## src/rtl/dmem_access_ctrl.sv

```systemverilog
// -----------------------------------------------------------------------------
// dmem_access_ctrl
//
// Sits between the MEM pipeline stage and a word-wide data memory. Each
// accepted load or store is range- and alignment-checked. Legal requests read
// the addressed memory word. Stores then write back a merged word. Loads
// return the extracted, extended lane. Only one request is in flight at a time.
//
// Handshake: a request transfers on a rising clock edge where req_valid and
// req_ready are both 1. The requester keeps req_valid and all req_* fields
// stable until that edge. req_ready is only 1 in IDLE. resp_valid is a single
// cycle pulse with no back-pressure. resp_rdata and resp_error qualify it.
//
// Ports:
//   clock, reset          single clock, asynchronous active-high reset
//   req_valid/req_ready   request handshake
//   req_write             1 = store, 0 = load
//   req_addr              byte address
//   req_size              0 byte, 1 half, 2 word, 3 illegal
//   req_unsigned          zero-extend (1) or sign-extend (0) loads
//   req_wdata             right-justified store data
//   resp_valid            completion pulse
//   resp_rdata            extended load data, 0 for stores and errors
//   resp_error            request rejected
//   mem_address           word-aligned memory address
//   mem_read_write        1 = write memory word this cycle
//   mem_data_in           word written to memory
//   mem_access_size       always word (2)
//   mem_data_out          combinational memory read data
//   dbg_state             current FSM state (0 IDLE, 1 RD, 2 WR, 3 RESP)
// -----------------------------------------------------------------------------
module dmem_access_ctrl #(
    parameter logic [31:0] MEM_BASE  = 32'h01000000,
    parameter logic [31:0] MEM_BYTES = 32'h00100000
) (
    input  logic        clock,
    input  logic        reset,
    input  logic        req_valid,
    output logic        req_ready,
    input  logic        req_write,
    input  logic [31:0] req_addr,
    input  logic [1:0]  req_size,
    input  logic        req_unsigned,
    input  logic [31:0] req_wdata,
    output logic        resp_valid,
    output logic [31:0] resp_rdata,
    output logic        resp_error,
    output logic [31:0] mem_address,
    output logic        mem_read_write,
    output logic [31:0] mem_data_in,
    output logic [1:0]  mem_access_size,
    input  logic [31:0] mem_data_out,
    output logic [1:0]  dbg_state
);

    typedef enum logic [1:0] {
        S_IDLE = 2'd0,
        S_RD   = 2'd1,
        S_WR   = 2'd2,
        S_RESP = 2'd3
    } state_t;

    // One past the last legal byte, kept at 33 bits so the window end never wraps.
    localparam logic [32:0] MEM_LIMIT = {1'b0, MEM_BASE} + {1'b0, MEM_BYTES};

    state_t      state;
    state_t      state_nxt;
    logic [31:0] addr_q;
    logic [1:0]  size_q;
    logic        write_q;
    logic        unsigned_q;
    logic [31:0] wdata_q;
    logic        err_q;
    logic [31:0] word_q;

    logic        accept;
    logic [2:0]  req_bytes;
    logic [32:0] req_end;
    logic        req_err;
    logic [31:0] load_val;
    logic [31:0] merged;

    assign accept = req_valid && req_ready;

    // Acceptance-time legality check.
    always_comb begin
        req_bytes = 3'd4;
        case (req_size)
            2'd0:    req_bytes = 3'd1;
            2'd1:    req_bytes = 3'd2;
            default: req_bytes = 3'd4;
        endcase
        req_end = {1'b0, req_addr} + {30'b0, req_bytes};
        req_err = (req_size == 2'd3)
               || ((req_size == 2'd1) && req_addr[0])
               || ((req_size == 2'd2) && (req_addr[1:0] != 2'b00))
               || (req_addr < MEM_BASE)
               || (req_end > MEM_LIMIT);
    end

    // State register.
    always_ff @(posedge clock or posedge reset) begin
        if (reset) begin
            state <= S_IDLE;
        end else begin
            state <= state_nxt;
        end
    end

    // Next-state logic.
    always_comb begin
        state_nxt = state;
        case (state)
            S_IDLE: begin
                if (accept) begin
                    state_nxt = req_err ? S_RESP : S_RD;
                end
            end
            S_RD:    state_nxt = write_q ? S_WR : S_RESP;
            S_WR:    state_nxt = S_RESP;
            S_RESP:  state_nxt = S_IDLE;
            default: state_nxt = S_IDLE;
        endcase
    end

    // Request capture, memory address and read-word register.
    always_ff @(posedge clock or posedge reset) begin
        if (reset) begin
            addr_q      <= '0;
            size_q      <= '0;
            write_q     <= 1'b0;
            unsigned_q  <= 1'b0;
            wdata_q     <= '0;
            err_q       <= 1'b0;
            word_q      <= '0;
            mem_address <= '0;
        end else begin
            if (accept) begin
                addr_q     <= req_addr;
                size_q     <= req_size;
                write_q    <= req_write;
                unsigned_q <= req_unsigned;
                wdata_q    <= req_wdata;
                err_q      <= req_err;
                // Rejected requests leave the memory address untouched.
                if (!req_err) begin
                    mem_address <= {req_addr[31:2], 2'b00};
                end
            end
            if (state == S_RD) begin
                word_q <= mem_data_out;
            end
        end
    end

    // Load lane extraction and extension.
    always_comb begin
        load_val = word_q;
        case (size_q)
            2'd0: begin
                load_val[7:0]  = word_q[{addr_q[1:0], 3'b000} +: 8];
                load_val[31:8] = {24{~unsigned_q & load_val[7]}};
            end
            2'd1: begin
                load_val[15:0]  = word_q[{addr_q[1], 4'b0000} +: 16];
                load_val[31:16] = {16{~unsigned_q & load_val[15]}};
            end
            default: load_val = word_q;
        endcase
    end

    // Store merge: new lanes over the word read in RD.
    always_comb begin
        merged = word_q;
        case (size_q)
            2'd0:    merged[{addr_q[1:0], 3'b000} +: 8] = wdata_q[7:0];
            2'd1:    merged[{addr_q[1], 4'b0000} +: 16] = wdata_q[15:0];
            default: merged = wdata_q;
        endcase
    end

    // Outputs.
    always_comb begin
        req_ready       = (state == S_IDLE) && !reset;
        resp_valid      = (state == S_RESP);
        resp_error      = (state == S_RESP) && err_q;
        resp_rdata      = ((state == S_RESP) && !err_q && !write_q) ? load_val : 32'h0;
        mem_read_write  = (state == S_WR);
        mem_data_in     = (state == S_WR) ? merged : 32'h0;
        mem_access_size = 2'd2;
        dbg_state       = state;
    end

endmodule

```

## config.mk

```make
export PLATFORM = sky130hd
export DESIGN_NAME = dmem_access_ctrl
export DESIGN_NICKNAME = d
export VERILOG_FILES = /design/src/rtl/dmem_access_ctrl.sv
export SDC_FILE = /design/constraint.sdc
export NUM_CORES = 1
export LEC_CHECK = 0
export BUFFER_PORTS_ARGS = -buffer_cell sky130_fd_sc_hd__buf_2
export CAP_MARGIN = 20
export CELL_PAD_IN_SITES_DETAIL_PLACEMENT = 0
export CELL_PAD_IN_SITES_GLOBAL_PLACEMENT = 1
export CORE_MARGIN = 4
export CORE_UTILIZATION = 41
export CTS_CLUSTER_SIZE = 16
export DETAILED_ROUTE_END_ITERATION = 7
export PLACE_DENSITY = 0.89
export SLEW_MARGIN = 20
export SYNTH_ARGS = -nofsm -noshare
export SYNTH_HDL_FRONTEND = slang
export SYNTH_SLANG_ARGS = --single-unit
```

## constraint.sdc

```tcl
create_clock -name clock -period 10.6 [get_ports clock]
set_input_delay 2.12 -clock clock [delete_from_list [all_inputs] [get_ports clock]]
set_output_delay 2.12 -clock clock [all_outputs]
set_load 0.03 [all_outputs]
```

# == Word level (Yosys, flattened, before mapping) ==
# Cells that the tools add are included.
# totals
regBits,103
latchBits,0
ram_bits,0
mem_bits_ro,0
inputBits,103
out_inout_bits,104
elab_cells,62
n_memories,0
# classes
addsub,3
multipliers,0
n_div,0
n_lt_le_gt_ge,2
eq_ne,8
shift,6
mux,11
bitwise,4
n_reduce_logical,19
# op_table
operator,count
case mux 32 bit (2 select lines),2
bitwise mux 32 bit,2
2-to-1 mux 32 bit,2
adder 32 x 3 -> 33 bit,1
"greater-than comparator 33 x 25 -> 1 bit, second input constant",1
"< comparator 32 x 25 -> 1 bit, second input constant",1
"variable shift 16 x 7 -> 32 bit, first input constant",1
"variable shift 8 x 7 -> 32 bit, first input constant",1
indexed part select 16 x 7 -> 32 bit,1
indexed part select 32 x 6 -> 16 bit,1
indexed part select 32 x 6 -> 8 bit,1
indexed part select 8 x 7 -> 32 bit,1
negation 5 -> 7 bit,2
"equality test 2 bit, second input constant",4
case mux 2 bit (4 select lines),1
logical AND 1 bit,7
"equality test 2 x 1 -> 1 bit, second input constant",3
logical NOT 2 bit,3
case mux 3 bit (2 select lines),1
logical OR 1 bit,4
2-to-1 mux 2 bit,2
logical NOT 1 bit,3
bitwise AND 1 bit,2
"!= test 2 bit, second input constant",1
4 further kinds,5

# == Longest topological paths before layout ==
# Gate-level depths: netlist of the first run.
# logic_depth
ltp_word,9
depth_mapped,12
mapped_depth_nobuf,11

# == Worst setup path after synthesis of the first run ==
# No wires, ideal clock.
# synth_path
path_kind,input to register
startpoint,input port req_size[0]
endpoint,register mem_address[2]
setup_ns,0.125
t_arrival_ns,5.035
t_required_ns,10.475
slack_ns,5.440
stages,12
path_buffers,1
cell_sequence,nor2_1 > ha_1 > fa_1 > a21oi_1 > or4_1 > or4_4 > xor2_1 > a31oi_1 > nor4_2 > nand4_2 > buf_2 > mux2_4
# synth_between
elab_chain_cells,8
elab_cells_between_ends,15
cone_classes,1 x add/sub; 1 x order compare; 3 x eq/ne; 1 x mux; 1 x bitwise; 8 x reduce/logical
# synth_lines
element,line,text
start: declaration,42,"input logic [1:0] req_size,"
branches (longest 5 deep; another with adder 32 x 3 -> 33 bit),--,
logical OR 1 bit (*),98,|| (req_end > MEM_LIMIT);
inverter 1 bit (no source line) (*),--,
AND reduction 2 bit (no source line) (*),--,
end signal: assignment,147,"mem_address <= {req_addr[31:2], 2'b00};"
end: declaration,48,"output logic [31:0] mem_address,"
# Mark *: on every way between the ends.
# A chain may end at the register's enable or synchronous reset.

# == Worst setup path in the final report of the first run ==
# layout_path
startpoint,register addr_q[0]
endpoint,output port mem_data_in[26]
# layout_between
elab_chain_cells,5
elab_cells_between_ends,6
cone_classes,1 x add/sub; 2 x shift; 3 x mux
# layout_lines
element,line,text
start: declaration,68,logic [31:0] addr_q;
start signal: assignment,139,addr_q <= req_addr;
negation 5 -> 7 bit (*),176,"2'd0: merged[{addr_q[1:0], 3'b000} +: 8] = wdata_q[7:0];"
indexed part select 8 x 7 -> 32 bit / variable shift 8 x 7 -> 32 bit (equally long branches),176,
bitwise mux 32 bit (*),176,
case mux 32 bit (2 select lines) (*),175,case (size_q)
2-to-1 mux 32 bit (*),189,mem_data_in = (state == S_WR) ? merged : 32'h0;
end: declaration,50,"output logic [31:0] mem_data_in,"
# Every way passes the cells marked *; elsewhere a longest branch is shown, timed or not.

==> results of run 1 <==
==> cell usage in the layout (no fill, tap or decap), drive strengths merged, types with 15 or more instances in the layout <==
master	netlist	routed
inv	33	35
a221oi	24	24
dfrtp	103	103
nand2	162	162
mux2i	21	21
buf	13	211
nor2	36	36
nand3	15	15
nor3	27	27
o21ai	41	41
a211oi	19	19
a21oi	51	51
mux2	32	32
nor2b	27	27
==> registers in the layout (all words and copies together), names as in the netlist <==
name,count
err_q,1
wdata_q,32
size_q,2
write_q,1
dbg_state,2
unsigned_q,1
addr_q,2
mem_address,30
word_q,32
==> power by group through the flow <==
stage	registers, W	logic, W	clock network (W)
global route	0.000752	0.00126	0.000398
floorplan	0.000645	0.000878	0
finish	0.000739	0.00114	0.000373
detailed placement	0.000736	0.00113	0
CTS	0.000731	0.00113	0.000385
global placement	0.000734	0.00112	0
==> metrics by stage <==
step	area, um^2	worst slack [ns]	cells	utilization	total power (W)
after floorplan	6750	5.44	780	-	0.00152
after global placement	7870	4.91	1155	0.492	0.00185
after detailed placement	7870	4.80	1155	0.492	0.00187
after CTS	8210	4.65	1171	0.513	0.00225
after global routing	8230	4.72	1172	0.514	0.00241
final	8230	4.99	1172	0.514	0.00226
==> worst paths after layout <==
check / slack [ns] / endpoint / from
max in group asynchronous: 7.53 / wdata_q[20]$_DFFE_PP0P_ / reset
setup / recovery: 4.99 / mem_data_in[26] / addr_q[0]$_DFFE_PP0P_
hold reg to reg: 0.46 / mem_address[24]$_DFFE_PP0P_ / mem_address[24]$_DFFE_PP0P_
setup reg to reg: 8.42 / mem_address[4]$_DFFE_PP0P_ / dbg_state[0]$_DFFE_PP0P_
min in group asynchronous: 1.75 / mem_address[22]$_DFFE_PP0P_ / reset
hold / removal: 0.46 / mem_address[24]$_DFFE_PP0P_ / mem_address[24]$_DFFE_PP0P_
==> kinds of logic after synthesis <==
family	after synthesis
and+or+nand+nor	317
AOI/OAI and AO/OA	183
DFF	103
buffers and inverters	87
muxes	60
adders and majority gates	14
xor gates and xnor gates	12
other	2
==> layer usage <==
metal / up-vias / global-route usage / part of all wire
met5: - / 0 / 0
met4: 0 / 0.0627 / 0.030
met3: 47 / 0.0555 / 0.082
met2: 283 / 0.382 / 0.48
met1: 3081 / 0.295 / 0.41
li1: 3116 / - / -
==> area by class of cell <==
| class | count | share of cell area |
|---|---|---|
| multi-input combinational | 590 | 0.464 |
| timing repair buffer | 212 | 0.132 |
| sequential | 103 | 0.313 |
| tap | 216 | 0.0329 |
| clock inverter | 5 | 0.0105 |
| inverter | 35 | 0.0163 |
| clock buffer | 11 | 0.0307 |
==> results.yml, run 1 <==
power:
  leakage_nw: 4.12
  seqPwrFrac: 0.328
  pwr-share-comb: 0.507
  p_sw_w: 0.00108
  swShare: 0.477
  vdd_drop_max_mv: 0.135
  power.internal_w: 0.00118
  clkPwrFrac: 0.165
  pwr_density_cell_nw_per_um2: 274
detailed_routing:
  ant_nets: 0
  num_vias: 6527
  vias_per_cell: 5.57
  firstDrtPassIters: 6
  wl_um: 21400
  routedWlPerCell_um: 18.3
  initialDrtViolationCount: 486
  drc: 0
die:
  core_area_um2: 16000
  dieArea_um2: 18600
  start_util: 0.421
  ioPinCount: 207
  fp.dieW_um: 136
  die_y_um: 136
  rows: 46
synth:
  synthTopCellsByCount: "162 x nand2_1, 103 x dfrtp_1, 51 x a21oi_1"
  synth_cells: 778
  muxShareOfSynthArea: 0.120
  synth-simple-area-share: 0.223
  netlist.area_leader.share: 0.382
  synthAdderAreaFrac: 0.0271
  ys_warn_count: 0
  synth_top_area_cell: "dfrtp_1"
  synth-seq-cells: 103
  synth_top_family_by_area: "simple AND/OR/NAND/NOR gates"
  synthesis.area_um2: 6740
  yosysUniqueCellTypes: 59
  synthArstFlopShare: 1.00
  synth_area_per_cell_um2: 8.66
  synth_edf_count: 0
  yosysSeqAreaShare: 0.382
  synth.most_common_cell: "nand2_1"
  synthFlopType: "dfrtp_1"
  synthXorXnorAreaFrac: 0.0156
  synth_compound_area_frac: 0.177
  ys_top_cells_by_area: "dfrtp_1 38%, nand2_1 9.0%, mux2_4 4.7%"
status:
  status: "complete, no violations"
critical_path:
  cpPeakStageDelay_ns: 0.79
  crit_buf_inv: 2
  worstPathRequired_ns: 8.48
  cp_slowest_cell: "dfrtp_1"
  worstSetupPathType: "flip-flop to primary output"
  cp_num_cells: 8
  r2r_cells: 7
  cp.arrival_ns: 3.49
  critical-path-top-delay-family: "flip-flops"
  crit_path_end_kind: "primary output"
  worstSetupStartpointType: "flip-flop"
  worstPathMaxFanout: 15
  crit_chain: "inv_1 -> ha_1 -> nor4_2 -> a221oi_1 -> a211oi_1 -> a21oi_1 -> nor2b_1 -> buf_2"
cts:
  cts_setup_buffers: 0
  cts_root_buf: "clkbuf_16"
  cts_hold_buffers: 0
  cts_made_buffers: 9
  clockBufferDepth: 2
  tritoncts: "built"
  clk_pin_slew_ns: 0.07
  cts.repair.resized: 0
  clkLatencyLatePin_ns: 0.35
  numClockSinks: 103
  h-tree-depth: 3
global_route:
  grt_pass1_vias: 6172
  antenna_found_initial: 0
  grt.total_usage: 0.228
  grt_first_pass_wirelength_um: 33200
  grt_max_degree: 77
  grt-ovfl-total: 0
min_path:
  hold_path.class: "flip-flop to flip-flop"
  min_path_cells: 1
timing:
  clock-skew-final_ns: 0.00603
  worst_pin_slew_ns: 1.02
  max_freq_ghz: 0.178
  maxSlewViolCount: 0
  finalCritPeriodShare: 0.530
  hold_violations: 0
  slew_headroom: 0.323
  rsz0062_at_grt: "no"
  setup_violations: 0
  finalHoldWorstSlack_ns: 0.465
  finalCriticalPeriod_ns: 5.61
  finalSetupTns_ns: 0
run:
  cap_viol_max_count: 0
placed_design:
  portBuffers: 202
  dp_hpwl_um: 15900
  place_congestion: 0.947
final_layout:
  seqCellArea_um2: 2580
  nets: 1068
  area_delta_synth_final_pct: 22.0
  multi_input_area_um2: 3820
  fillers: 1618
  drive_gt1_frac: 0.292
  diodes: 0
Power figures use the tool's default switching activity.
==> run 2: changes to the inputs <==
Settings changed: CORE_UTILIZATION 41 to 35, PLACE_DENSITY 0.89 to 0.81.
Clock period 10.6 ns to 4.5 ns, I/O delays scaled along.
==> results.yml, run 2 (same netlist as run 1, synthesis figures left out) <==
timing:
  clock-skew-final_ns: 0.00881
  finalCritPeriodShare: 0.865
  finalCriticalPeriod_ns: 3.89
  rsz0062_at_grt: "no"
  setup_ws_ns: 0.608
  hold_violations: 0
  slew_headroom: 0.328
  max_freq_ghz: 0.257
  maxSlewViolCount: 0
  setup_violations: 0
  worst_pin_slew_ns: 1.01
  finalSetupTns_ns: 0
cts:
  clk_pin_slew_ns: 0.07
  cts_setup_buffers: 0
  cts_made_buffers: 9
  tritoncts: "built"
  cts_root_buf: "clkbuf_16"
  cts.repair.resized: 0
  clockBufferDepth: 2
  h-tree-depth: 3
  clkLatencyLatePin_ns: 0.36
  cts_hold_buffers: 0
  numClockSinks: 103
placed_design:
  placed_area_um2: 8020
  dp_hpwl_um: 17300
  place_congestion: 0.909
  portBuffers: 202
  pre_cts_ws_ns: 0.236
critical_path:
  worstSetupPathType: "primary input to flip-flop"
  crit_chain: "buf_2 -> nor2_1 -> ha_1 -> fa_1 -> a21oi_1 -> or4_1 -> or4_4 -> xor2_1 -> a31oi_1 -> nor4_2 -> nand4_2 -> buf_12 -> mux2_4"
  worstSetupStartpoint: "req_size[1]"
  worstPathMaxFanout: 26
  r2r_start: "dbg_state[1]$_DFFE_PP0P_"
  crit_path_end_kind: "flip-flop"
  r2r_cells: 7
  cp.arrival_ns: 4.14
  r2r_end: "mem_address[4]$_DFFE_PP0P_"
  cpPeakStageDelay_ns: 0.57
  r2r_slack_ns: 1.91
  cp_slowest_cell: "or4_1"
  worstSetupEndpoint: "mem_address[4]$_DFFE_PP0P_"
  worstSetupStartpointType: "primary input"
  worstPathRequired_ns: 4.74
final_layout:
  final_cell_mix: "202 x buf_2, 162 x nand2_1, 102 x dfrtp_1, 51 x a21oi_1, 41 x o21ai_0"
  drive_gt1_frac: 0.299
  nets: 1078
  largestRegisters: "wdata_q x32, word_q x32, mem_address x30"
  area_delta_synth_final_pct: 23.4
  post-route-util: 0.442
  postLayoutCellArea_um2: 8320
  final_common_cell: "buf_2"
global_route:
  grt_pass1_vias: 6387
  antenna_found_initial: 6
  grt_first_pass_wirelength_um: 35600
  grt.total_usage: 0.209
  grt_max_degree: 56
  grt-ovfl-total: 0
power:
  leakage_nw: 4.14
  pwr_density_cell_nw_per_um2: 634
  power_w: 0.00527
  vdd_drop_max_mv: 0.208
detailed_routing:
  routedWlPerCell_um: 18.7
  drc: 0
  ant_nets: 0
  wl_um: 22900
  initialDrtViolationCount: 436
  num_vias: 6540
  vias_per_cell: 5.33
  firstDrtPassIters: 6
die:
  rows: 50
  fp.dieW_um: 147
  core_area_um2: 18800
  ioPinCount: 207
  dieArea_um2: 21500
  start_util: 0.358
  die_y_um: 147
run:
  cap_viol_max_count: 0
min_path:
  min_from: "wdata_q[31]$_DFFE_PP0P_"
  hold_path.class: "flip-flop to flip-flop"
status:
  status: "complete, no violations"
==> run 2: cell count changes in the layout (fill, tap and decap cells not counted), sizes merged <==
cell / before / now
buf: 211 / 222
clkbuf: 12 / 9
bufinv: 2 / 0
clkinv: 3 / 5
clkinvlp: 0 / 1
diode: 0 / 1
inv: 35 / 36
==> run 2: layout make-up <==
type	instances	area (um^2)
Clock buffer	9	225
Inverter	35	134
Fill cell	1924	10500
Timing Repair Buffer	222	1170
Sequential cell	103	2580
Antenna cell	1	2.50
Multi-Input combinational cell	590	3810
Tap cell	260	325
Clock inverter	7	63.8
==> run 2: where the power goes <==
| group | internal (W) | total, W | leakage (nW) | switching (W) |
|---|---|---|---|---|
| clock network | 0.000386 | 0.000772 | 0.140 | 0.000386 |
| registers | 0.00125 | 0.00174 | 1.31 | 0.000497 |
| logic | 0.00103 | 0.00276 | 2.69 | 0.00172 |
| total | 0.00267 | 0.00527 | 4.14 | 0.00260 |
==> run 2: critical path, delay by kind of cell <==
| kind | cells | cell delay, ns |
|---|---|---|
| AO/OA/AOI/OAI | 2 | 0.21 |
| buffers and inverters | 2 | 0.38 |
| XOR/XNOR | 1 | 0.14 |
| multiplexers | 1 | 0.31 |
| AND/OR/NAND/NOR | 5 | 1.74 |
| adder cells (fa/ha/maj) | 2 | 0.42 |
==> run 2: worst min path at each step <==
| stage | end | slack, ns | cells past startpoint |
|---|---|---|---|
| 2_1_floorplan | wdata_q[16]$_DFFE_PP0P_ | 0.45 | 2 |
| 3_3_place_gp | mem_address[24]$_DFFE_PP0P_ | 0.46 | 1 |
| 3_5_place_dp | wdata_q[22]$_DFFE_PP0P_ | 0.46 | 2 |
| 4_1_cts | wdata_q[22]$_DFFE_PP0P_ | 0.48 | 2 |
| 5_1_grt | mem_address[28]$_DFFE_PP0P_ | 0.50 | 1 |
| 6_report | wdata_q[31]$_DFFE_PP0P_ | 0.48 | 2 |
==> run 2: metrics by stage <==
stage / cells / hold WS (ns)
floorplan: 780 / 0.446
CTS: 1226 / 0.482
detailed placement: 1210 / 0.463
finish: 1227 / 0.478
global placement: 1210 / 0.456
global route: 1226 / 0.503
==> run 2: per-layer routing <==
metal  wire length [um]  vias up  GRT usage  part of all wire
li1                   -     3131          -                 -
met1               9470     3115      0.268              0.41
met2              11300      246      0.358              0.50
met3               1750       36     0.0583             0.076
met4                286       12     0.0339             0.012
met5                 62        -          0            0.0027
==> run 3: changes to the inputs <==
Settings changed: CAP_MARGIN 20 to unset, CORE_ASPECT_RATIO set to 0.75.
==> results.yml, run 3 (same netlist as run 1, synthesis figures left out) <==
timing:
  hold_violations: 0
  worst_pin_slew_ns: 1.01
  setup_violations: 0
  slew_headroom: 0.325
  finalSetupTns_ns: 0
  setup_ws_ns: 0.310
  maxSlewViolCount: 0
  finalCritPeriodShare: 0.931
  finalCriticalPeriod_ns: 4.19
  max_freq_ghz: 0.239
  rsz0062_at_grt: "no"
  clock-skew-final_ns: 0.00446
detailed_routing:
  vias_per_cell: 5.44
  firstDrtPassIters: 5
  routedWlPerCell_um: 19.6
  wl_met3_um: 2630
  num_vias: 6581
  met2_length_um: 9450
  wl_um: 23700
  initialDrtViolationCount: 698
  top_layer_used: "met5"
  drc: 0
  wl_met1_um: 11400
  ant_nets: 0
power:
  pwr_density_cell_nw_per_um2: 642
  vdd_drop_max_mv: 0.300
  leakage_nw: 4.11
placed_design:
  dp_hpwl_um: 17500
  dpl.cell_count: 1194
  pre_cts_ws_ns: 0.250
  place_congestion: 0.924
  portBuffers: 202
  placed_area_um2: 7990
die:
  die_y_um: 128
  fp.dieW_um: 168
  ioPinCount: 207
  core_area_um2: 18700
  dieArea_um2: 21600
  start_util: 0.360
  rows: 43
critical_path:
  r2r_slack_ns: 2.48
  worstSetupStartpointType: "flip-flop"
  crit_path_end_kind: "primary output"
  worstPathMaxFanout: 15
  worstSetupPathType: "flip-flop to primary output"
  worstPathRequired_ns: 3.60
  cp.arrival_ns: 3.29
cts:
  clockBufferDepth: 2
  cts_made_buffers: 9
  clk_pin_slew_ns: 0.08
  numClockSinks: 103
  cts.repair.resized: 0
  tritoncts: "built"
  cts_setup_buffers: 0
  clkLatencyLatePin_ns: 0.35
  h-tree-depth: 3
  cts_hold_buffers: 0
  cts_root_buf: "clkbuf_16"
final_layout:
  fillers: 1926
  post-route-util: 0.441
  nets: 1075
  final_cell_mix: "202 x buf_2, 162 x nand2_1, 102 x dfrtp_1, 51 x a21oi_1, 41 x o21ai_0"
  instances_no_fill: 1209
  largestRegisters: "wdata_q x32, word_q x32, mem_address x30"
  area_delta_synth_final_pct: 22.6
  diodes: 0
  postLayoutCellArea_um2: 8260
  final_common_cell: "buf_2"
  drive_gt1_frac: 0.296
status:
  status: "complete, no violations"
global_route:
  antenna_found_initial: 2
  grt_max_degree: 69
  grt_first_pass_wirelength_um: 36200
  grt-ovfl-total: 0
  grt.total_usage: 0.213
  grt_pass1_vias: 6282
min_path:
  hold_path.class: "flip-flop to flip-flop"
run:
  cap_viol_max_count: 0
==> run 3: cell types whose count changed in the layout (fill, tap and decap cells not counted), sizes merged <==
cell	change
buf	-3
clkbuf	+1
clkinv	-2
clkinvlp	+1
diode	-1
inv	-1
==> run 3: layer usage <==
layer  GRT usage  up-vias
met1       0.331     3099
met2       0.292      322
met5           0        -
met4      0.0339        4
met3      0.0684       25
li1            -     3131
==> run 3: critical path, cell delays in order, from the launching register on <==
cell      delay (ns)
dfrtp_1         0.73
inv_1           0.30
ha_1            0.40
nor4_1          0.31
buf_4           0.22
a221oi_1        0.08
a211oi_1        0.46
a21oi_1         0.09
nor2b_1         0.13
buf_2           0.21
==> run 3: path summary, 6_finish.rpt <==
check / start / endpoint / cells after the start
worst min register to register: mem_address[24]$_DFFE_PP0P_ / mem_address[24]$_DFFE_PP0P_ / 1
min in group asynchronous: reset / dbg_state[1]$_DFFE_PP0P_ / 2
worst max-delay path: addr_q[1]$_DFFE_PP0P_ / mem_data_in[28] / 9
max in group asynchronous: reset / size_q[1]$_DFFE_PP0P_ / 3
worst min-delay path: mem_address[24]$_DFFE_PP0P_ / mem_address[24]$_DFFE_PP0P_ / 1
worst max register to register: dbg_state[0]$_DFFE_PP0P_ / size_q[1]$_DFFE_PP0P_ / 7
==> run 3: where the power goes <==
group	switching (W)	leakage (nW)	total [W]	internal, W
registers	0.000570	1.31	0.00181	0.00124
logic	0.00170	2.68	0.00273	0.00103
clock network	0.000383	0.127	0.000764	0.000381
==> run 3: per-stage QoR <==
step | hold WS (ns) | power, W
floorplan | 0.446 | 0.00359
global placement | 0.448 | 0.00446
detailed placement | 0.457 | 0.00448
CTS | 0.478 | 0.00527
global route | 0.508 | 0.00569
finish | 0.475 | 0.00530
==> run 3: final cells by class <==
cell class	instances	area (um^2)	share of cell area
Multi-Input combinational cell	590	3810	0.462
Clock buffer	10	229	0.0277
Tap cell	247	309	0.0374
Inverter	35	134	0.0162
Clock inverter	5	43.8	0.00530
Timing Repair Buffer	219	1150	0.139
Sequential cell	103	2580	0.312
